`src/rtl/p4_router_egress_demux.sv`:
```
// p4_router_egress_demux: steers whole router packets to one of NUM_PORTS AXIS egress ports, or drops them.
// Optional saturating fwd/drop counters are built when P4_ROUTER_EGRESS_STATS_EN is defined.

module p4_router_egress_lane #(
  parameter int DW = 64,
  parameter int DB = 8
) (
  input  logic          en,
  input  logic [DW-1:0] s_data,
  input  logic [DB-1:0] s_keep,
  input  logic          s_last,
  input  logic          s_valid,
  output logic [DW-1:0] m_data,
  output logic [DB-1:0] m_keep,
  output logic          m_last,
  output logic          m_valid
);
  assign m_data  = s_data;
  assign m_keep  = s_keep;
  assign m_last  = s_last;
  assign m_valid = en & s_valid;
endmodule

module p4_router_egress_demux #(
  parameter int METADATA_WIDTH = 19,
  parameter int NUM_PORTS      = 4,
  parameter int DATA_BYTES     = 8,
  parameter int PORT_LSB       = 0,
  parameter int DROP_BIT       = 18,
  parameter int META_DEPTH     = 4
) (
  input  logic                             clk,
  input  logic                             aresetn,
  input  logic [8*DATA_BYTES-1:0]          s_axis_tdata,
  input  logic [DATA_BYTES-1:0]            s_axis_tkeep,
  input  logic                             s_axis_tlast,
  input  logic                             s_axis_tvalid,
  output logic                             s_axis_tready,
  input  logic [METADATA_WIDTH-1:0]        metadata_in,
  input  logic                             metadata_in_valid,
  output logic [NUM_PORTS*8*DATA_BYTES-1:0] m_axis_tdata,
  output logic [NUM_PORTS*DATA_BYTES-1:0]  m_axis_tkeep,
  output logic [NUM_PORTS-1:0]             m_axis_tlast,
  output logic [NUM_PORTS-1:0]             m_axis_tvalid,
  input  logic [NUM_PORTS-1:0]             m_axis_tready,
  output logic [31:0]                      pkt_fwd_count,
  output logic [31:0]                      pkt_drop_count,
  output logic                             meta_overflow
);
  localparam int PORT_W = $clog2(NUM_PORTS);
  localparam int FW     = PORT_W + 1;
  localparam int AW     = $clog2(META_DEPTH);
  localparam int DW     = 8 * DATA_BYTES;
  localparam logic [FW-1:0] NP = FW'(NUM_PORTS);

  localparam logic [1:0] S_IDLE = 2'd0;
  localparam logic [1:0] S_FWD  = 2'd1;
  localparam logic [1:0] S_DISC = 2'd2;

  typedef struct packed {
    logic          drop;
    logic [FW-1:0] port;
  } meta_dec_t;

  function automatic meta_dec_t decode(input logic [METADATA_WIDTH-1:0] m);
    meta_dec_t d;
    d.drop = m[DROP_BIT];
    d.port = m[PORT_LSB +: FW];
    return d;
  endfunction

  // Only the decoded fields are queued; the rest of the metadata is don't-care here.
  logic unused_meta;
  assign unused_meta = ^metadata_in;

  meta_dec_t          meta_mem [META_DEPTH];
  logic [AW:0]        wr_ptr, rd_ptr;
  logic               empty, full, push, pop;
  logic [1:0]         state;
  logic [PORT_W-1:0]  sel_port;
  meta_dec_t          head;

  assign empty = (wr_ptr == rd_ptr);
  assign full  = (wr_ptr[AW] != rd_ptr[AW]) && (wr_ptr[AW-1:0] == rd_ptr[AW-1:0]);
  assign pop   = s_axis_tvalid & s_axis_tready & s_axis_tlast;
  assign push  = metadata_in_valid & (~full | pop);
  // Bypass lets metadata arriving with the first beat be decoded in that same IDLE cycle.
  assign head  = empty ? decode(metadata_in) : meta_mem[rd_ptr[AW-1:0]];

  always_ff @(posedge clk) begin
    if (push) meta_mem[wr_ptr[AW-1:0]] <= decode(metadata_in);
  end

  always_ff @(posedge clk or negedge aresetn) begin
    if (!aresetn) begin
      wr_ptr        <= '0;
      rd_ptr        <= '0;
      meta_overflow <= 1'b0;
    end else begin
      if (push) wr_ptr <= wr_ptr + 1'b1;
      if (pop)  rd_ptr <= rd_ptr + 1'b1;
      if (metadata_in_valid && full && !pop) meta_overflow <= 1'b1;
    end
  end

  always_ff @(posedge clk or negedge aresetn) begin
    if (!aresetn) begin
      state    <= S_IDLE;
      sel_port <= '0;
    end else begin
      case (state)
        S_IDLE: if ((!empty || metadata_in_valid) && s_axis_tvalid) begin
          sel_port <= head.port[PORT_W-1:0];
          state    <= (head.drop || head.port >= NP) ? S_DISC : S_FWD;
        end
        S_FWD, S_DISC: if (pop) state <= S_IDLE;
        default: state <= S_IDLE;
      endcase
    end
  end

  always_comb begin
    s_axis_tready = 1'b0;
    case (state)
      S_FWD:   s_axis_tready = m_axis_tready[sel_port];
      S_DISC:  s_axis_tready = 1'b1;
      default: s_axis_tready = 1'b0;
    endcase
  end

  for (genvar i = 0; i < NUM_PORTS; i++) begin : g_lane
    p4_router_egress_lane #(.DW(DW), .DB(DATA_BYTES)) u_lane (
      .en      (state == S_FWD && sel_port == PORT_W'(i)),
      .s_data  (s_axis_tdata),
      .s_keep  (s_axis_tkeep),
      .s_last  (s_axis_tlast),
      .s_valid (s_axis_tvalid),
      .m_data  (m_axis_tdata[i*DW +: DW]),
      .m_keep  (m_axis_tkeep[i*DATA_BYTES +: DATA_BYTES]),
      .m_last  (m_axis_tlast[i]),
      .m_valid (m_axis_tvalid[i])
    );
  end

`ifdef P4_ROUTER_EGRESS_STATS_EN
  always_ff @(posedge clk or negedge aresetn) begin
    if (!aresetn) begin
      pkt_fwd_count  <= '0;
      pkt_drop_count <= '0;
    end else if (pop) begin
      if (state == S_FWD && pkt_fwd_count != '1)   pkt_fwd_count  <= pkt_fwd_count + 1'b1;
      if (state == S_DISC && pkt_drop_count != '1) pkt_drop_count <= pkt_drop_count + 1'b1;
    end
  end
`else
  assign pkt_fwd_count  = '0;
  assign pkt_drop_count = '0;
`endif

endmodule

```
`config.mk`:
```
export PLATFORM = sky130hd
export DESIGN_NAME = p4_router_egress_demux
export DESIGN_NICKNAME = d
export VERILOG_FILES = /design/src/rtl/p4_router_egress_demux.sv
export SDC_FILE = /design/constraint.sdc
export NUM_CORES = 1
export LEC_CHECK = 0
export CAP_MARGIN = 20
export CORE_AREA = 2 2 182 184
export CTS_BUF_LIST = sky130_fd_sc_hd__clkbuf_4
export CTS_CLUSTER_DIAMETER = 150
export DETAILED_ROUTE_END_ITERATION = 7
export DIE_AREA = 0 0 184 186
export PLACE_DENSITY_LB_ADDON = 0.08
export SLEW_MARGIN = 25
export SYNTH_ARGS = -nofsm -noshare
export SYNTH_HDL_FRONTEND = slang
export SYNTH_HIERARCHICAL = 1
export SYNTH_SLANG_ARGS = --single-unit
```
`constraint.sdc`:
```
create_clock -name clk -period 1.8 [get_ports clk]
set_input_delay 0.18 -clock clk [delete_from_list [all_inputs] [get_ports clk]]
set_output_delay 0.18 -clock clk [all_outputs]
set_load 0.02 [all_outputs]
```
Word-level counts from Yosys, hierarchy flattened --
Memories as Yosys holds them, arrays and structs flattened. Cells that the tools add are included.
Word-level totals: register bits after elaboration 11, bits in latches 0, memory bits (writable) 16, ROM bits 0, input port bits 100, output and inout port bits 362, memories 1
Memories:
- meta_mem | words 4, width 4, rd ports 1, clocked after Yosys merged registers in 0, wr ports 1, line 76 | meta_dec_t meta_mem [META_DEPTH];
Operators by class: add/subtract/negate cells 2, $mul 0, div/mod/pow operators 0, order comparisons 2, equality and inequality tests 10, shift operators 0, muxes and demuxes 10, bitwise logic cells 9, reductions and logical operators 17
Operator list (count):
- 1-bit logical AND | 8
- 1-bit AND | 7
- 3-bit by 1-bit adder with 3-bit output (second input constant) | 2
- 2-bit == test (second input constant) | 3
- 2-bit two-way mux | 3
- 2-bit by 1-bit == test with 1-bit output (second input constant) | 2
- 2-bit logical NOT | 2
- 4-bit two-way mux | 1
- 2-bit inequality test (second input constant) | 2
- 2-bit one-hot mux with 2 select lines | 1
- 2-bit AND reduction | 2
- 3-bit == test | 1
- 3-bit greater-or-equal comparator (second input constant) | 1
- 2-bit by 3-bit less-than comparator with 1-bit output (second input constant) | 1
- 1-bit two-way mux | 3
- 1-bit binary-select mux with 2-bit select | 1
- 2-bit == test | 1
- 1-bit logical NOT | 2
- 1-bit logical OR | 2
- 1-bit one-hot mux with 2 select lines | 1
- 2-bit OR reduction | 1
- 1-bit inequality test | 1
- 1-bit NOT | 1
- 1-bit OR | 1

Logic depth before layout (Yosys ltp) --
depth after elaboration 9, mapped depth 7

Hierarchy --
The synthesis kept the hierarchy.
Modules (own cells, without submodules):
- p4_router_egress_lane | instances 4, cells each 74, area each 554.3 um2, seq. area each 0.0 um2
- p4_router_egress_demux | instances 1, cells each 168, area each 1861.8 um2, seq. area each 755.7 um2

Least setup slack after synthesis --
Ideal clock, no wire load.
path type reg2reg, start point register state[1], end point memory meta_mem[0][0] (netlist bit), enable pin, data arrival time 1.596 ns, setup slack -0.105 ns, cell stages (with the launch flop) 8, path buffers 0, path through dfrtp_1 -> inv_1 -> ha_1 -> nand2b_1 -> o221a_1 -> o211a_4 -> nor2b_4 -> and2_1
On the way: longest elaborated chain between the ends 8, elaborated cells between the ends (all ways) 9, those cells by class eq/ne: 2; mux: 3; bitwise: 4
Ends and longest elaborated chain:
- from (decl) | line 79 | logic [1:0] state;
- from (signal assigned) | line 114 | state <= (head.drop || head.port >= NP) ? S_DISC : S_FWD;
- 2-bit == test / 2-bit by 1-bit == test with 1-bit output (equally long branches) | line 124 | case (state)
- 1-bit one-hot mux with 2 select lines (*) | line 124
- 1-bit AND (*) (2 in a row) | line 85 | assign pop = s_axis_tvalid & s_axis_tready & s_axis_tlast;
- 1-bit OR (*) | line 86 | assign push = metadata_in_valid & (~full | pop);
- 1-bit AND (*) | line 86
- 1-bit two-way mux (*) | line 91 | if (push) meta_mem[wr_ptr[AW-1:0]] <= decode(metadata_in);
- 1-bit two-way mux (not written as such) (*) | line 91
- to (decl) | line 76
Mark *: on every way between the ends. The rest lies on a longest branch, timed or not.

Worst setup path after layout --
start point register state[0], end point memory meta_mem[2][0] (netlist bit), enable pin
The elaborated chain is that of the path after synthesis.

==> run metrics <==
outcome=finished with violations; failing checks=setup timing; most common cell in the netlist=buf_4; GPL Wtd Cong=0.596; crit path DAT=2.03 ns; distinct cell type count after synthesis=32; commonest cells in the netlist=357 x buf_4, 16 x edfxtp_1, 12 x nor2_1; Int Power=2.11 mW; CTS max path bufs=2; CP max FO=5; Vias/cell=2.14; Post-Route Utilization=8.79%; Min Hold Slack=0.0894 ns; nets=343; sw power=1.47 mW; IO Pins=462; Leak Pwr=1.13 nW; initial antenna violation count=0; die area=34,200 µm²; fillcell total=3,762; Row Count=66; Synth area leader=buf_4; Max VDD drop=0.296 mV; Iteration-0 DRC Markers=13; final worst setup slack=-0.129 ns; HP Class=in2async; register share of total power=27.9%; Seq/Total Area, Yosys=18.5%; CTS tree=yes; antenna viol nets, final=0; post-synthesis register bit count=27; PD cells=1270 nW/µm²; Die Wd=184 µm; fmax=519 MHz; combinational power share=63.1%; first-pass detailed-route iteration total=4; clk slew on worst S/H paths=0.19 ns; top post-synthesis cells by area=buf_4 66%, edfxtp_1 12%, dfrtp_1 6.7%; async set-reset flop share out of synthesis=40.7%; Syn Inst Count=464; number of buffers created by CTS=3; Initial Util=12.7%; WL/cell=14.3 µm; Worst Path Required=1.90 ns; share of cells above drive strength 1=33.8%; post-route DRC violation count=0; Sw Share=41.0%; # diodes=0; clock share of power=9.0%; Via Count=1,371; Avg Cell Area, Syn=8.79 µm²; # port buffers=22; Clock Skew=0.00855 ns; CTS H-Tree Depth=1; Worst setup EP type=register; final WL=9170 µm; Max Cap Viol=0; gr usage total=4.84%; core footprint=32,200 µm²; Setup-failing EPs final=17; largest net degree at the start of global routing=18; Setup WS pre-CTS=-0.282 ns; hpwl dp=7990 µm; Synth Flop Type=edfxtp_1; share of the synthesized area in the top cell type=65.7%; Warnings, synthesis=6; CTS root buf=clkbuf_4; Startpoint Class=register; Final Max Tran Viols=0; GRT overflow=0; worst skew pair latency=0.36 ns; mapped cell area=4080 µm²; vias in the first global route=1,363; die height=186 µm; area grow syn2layout=-30.6%; number of synthesized flops with an enable pin=16; first-pass GRT wire length=11,300 µm; RSZ-0062 raised after global routing=yes; fin crit share=107%; Setup CP Type=reg2reg; Tmin final=1.93 ns; final hold vios=0; clock sink count=27
==> power groups by stage <==
stage / Sequential (mW) / Combinational (mW) / Clock, mW
floorplan: 0.998 / 2.08 / 0
global placement: 1.02 / 2.02 / 0
detailed placement: 1.02 / 2.00 / 0
CTS: 1.01 / 2.25 / 0.370
global route: 1.02 / 2.49 / 0.386
finish: 0.999 / 2.26 / 0.323
==> cell families after synthesis <==
| kind of cell | count (synthesis) | share of synthesized area (%) |
|---|---|---|
| mux | 10 | 3.71 |
| simple gates | 34 | 4.11 |
| compound gates | 12 | 2.61 |
| xor+xnor | 7 | 1.69 |
| flops | 27 | 18.5 |
| buf+inv | 365 | 66.8 |
| fa+ha+maj | 8 | 2.45 |
| other cells | 1 | 0.0919 |
==> stage by stage <==
stage                     cells  TNS [ns]  power, mW  area (µm²)
after floorplan             527         0       3.08        4340
after global placement      635     -5.89       3.04        2650
after detailed placement    635     -5.77       3.02        2650
after CTS                   642     -2.03       3.63        2780
after global routing        642     -3.67       3.90        2830
final                       642     -1.72       3.59        2830
==> timing repair <==
action | in CTS | in global routing
hold buffers | 0 | 0
gates resized for setup | 45 | 13
buffers inserted | 3 | 1
setup endpoints to repair | 32 | 28
pin swaps | 2 | 4
==> critical path, cell delays in order, from the launching register on <==
cell and delay [ns]:
dfrtp_1 0.47, ha_4 0.18, nand2b_4 0.06, o221a_4 0.28
o211a_4 0.27, nor2b_4 0.20, and2_4 0.21
==> cell usage in the layout, fill, tap and decap left out, types with 2 or more instances in the layout <==
cell / count
a21o_1: 2
and2_4: 7
buf_4: 37
buf_6: 7
clkbuf_4: 3
clkdlybuf4s50_1: 16
conb_1: 64
dfrtp_1: 11
edfxtp_1: 16
ha_1: 6
ha_4: 2
inv_1: 4
inv_2: 2
mux2i_1: 3
mux4_1: 3
nand2_1: 7
nor2_1: 7
nor2_2: 2
nor2_4: 4
o21ai_0: 3
xnor2_1: 2
xor2_1: 4
==> final timing paths <==
check	to	slack [ns]	depth (start not counted)	start
setup / recovery	meta_mem[2][0]	-0.13	6	state[0]
hold / removal	rd_ptr[2]	0.09	2	aresetn
setup reg to reg	meta_mem[2][0]	-0.13	6	state[0]
hold reg to reg	meta_overflow	0.51	1	meta_overflow
max in group asynchronous	rd_ptr[1]	1.54	2	aresetn
min in group clk	m_axis_tdata[147]	0.36	0	s_axis_tdata[19]
==> final cells by class <==
class	count	area (µm²)	area share (%)
Multi-Input combinational cell	135	966	34.1
Timing Repair Buffer	62	546	19.3
Clock buffer	3	22.5	0.795
Sequential cell	27	756	26.7
Tap cell	408	510	18.0
Clock inverter	1	8.76	0.309
Inverter	6	22.5	0.795
==> sequential cells by signal (all words and copies together) (netlist names) <==
signal,cells
meta_mem,16
rd_ptr,3
wr_ptr,3
sel_port,2
state,2
meta_overflow,1
==> per-layer routing <==
metal  wire, µm  vias to the layer above  GRT usage [%]
met3       1770                        6           4.56
met4         48                        0          0.640
met5          0                        -              0
met2       4760                      242           8.51
met1       2590                      560           4.07
li1           -                      563              -
Note: power is estimated with default switching activity, not from simulation.
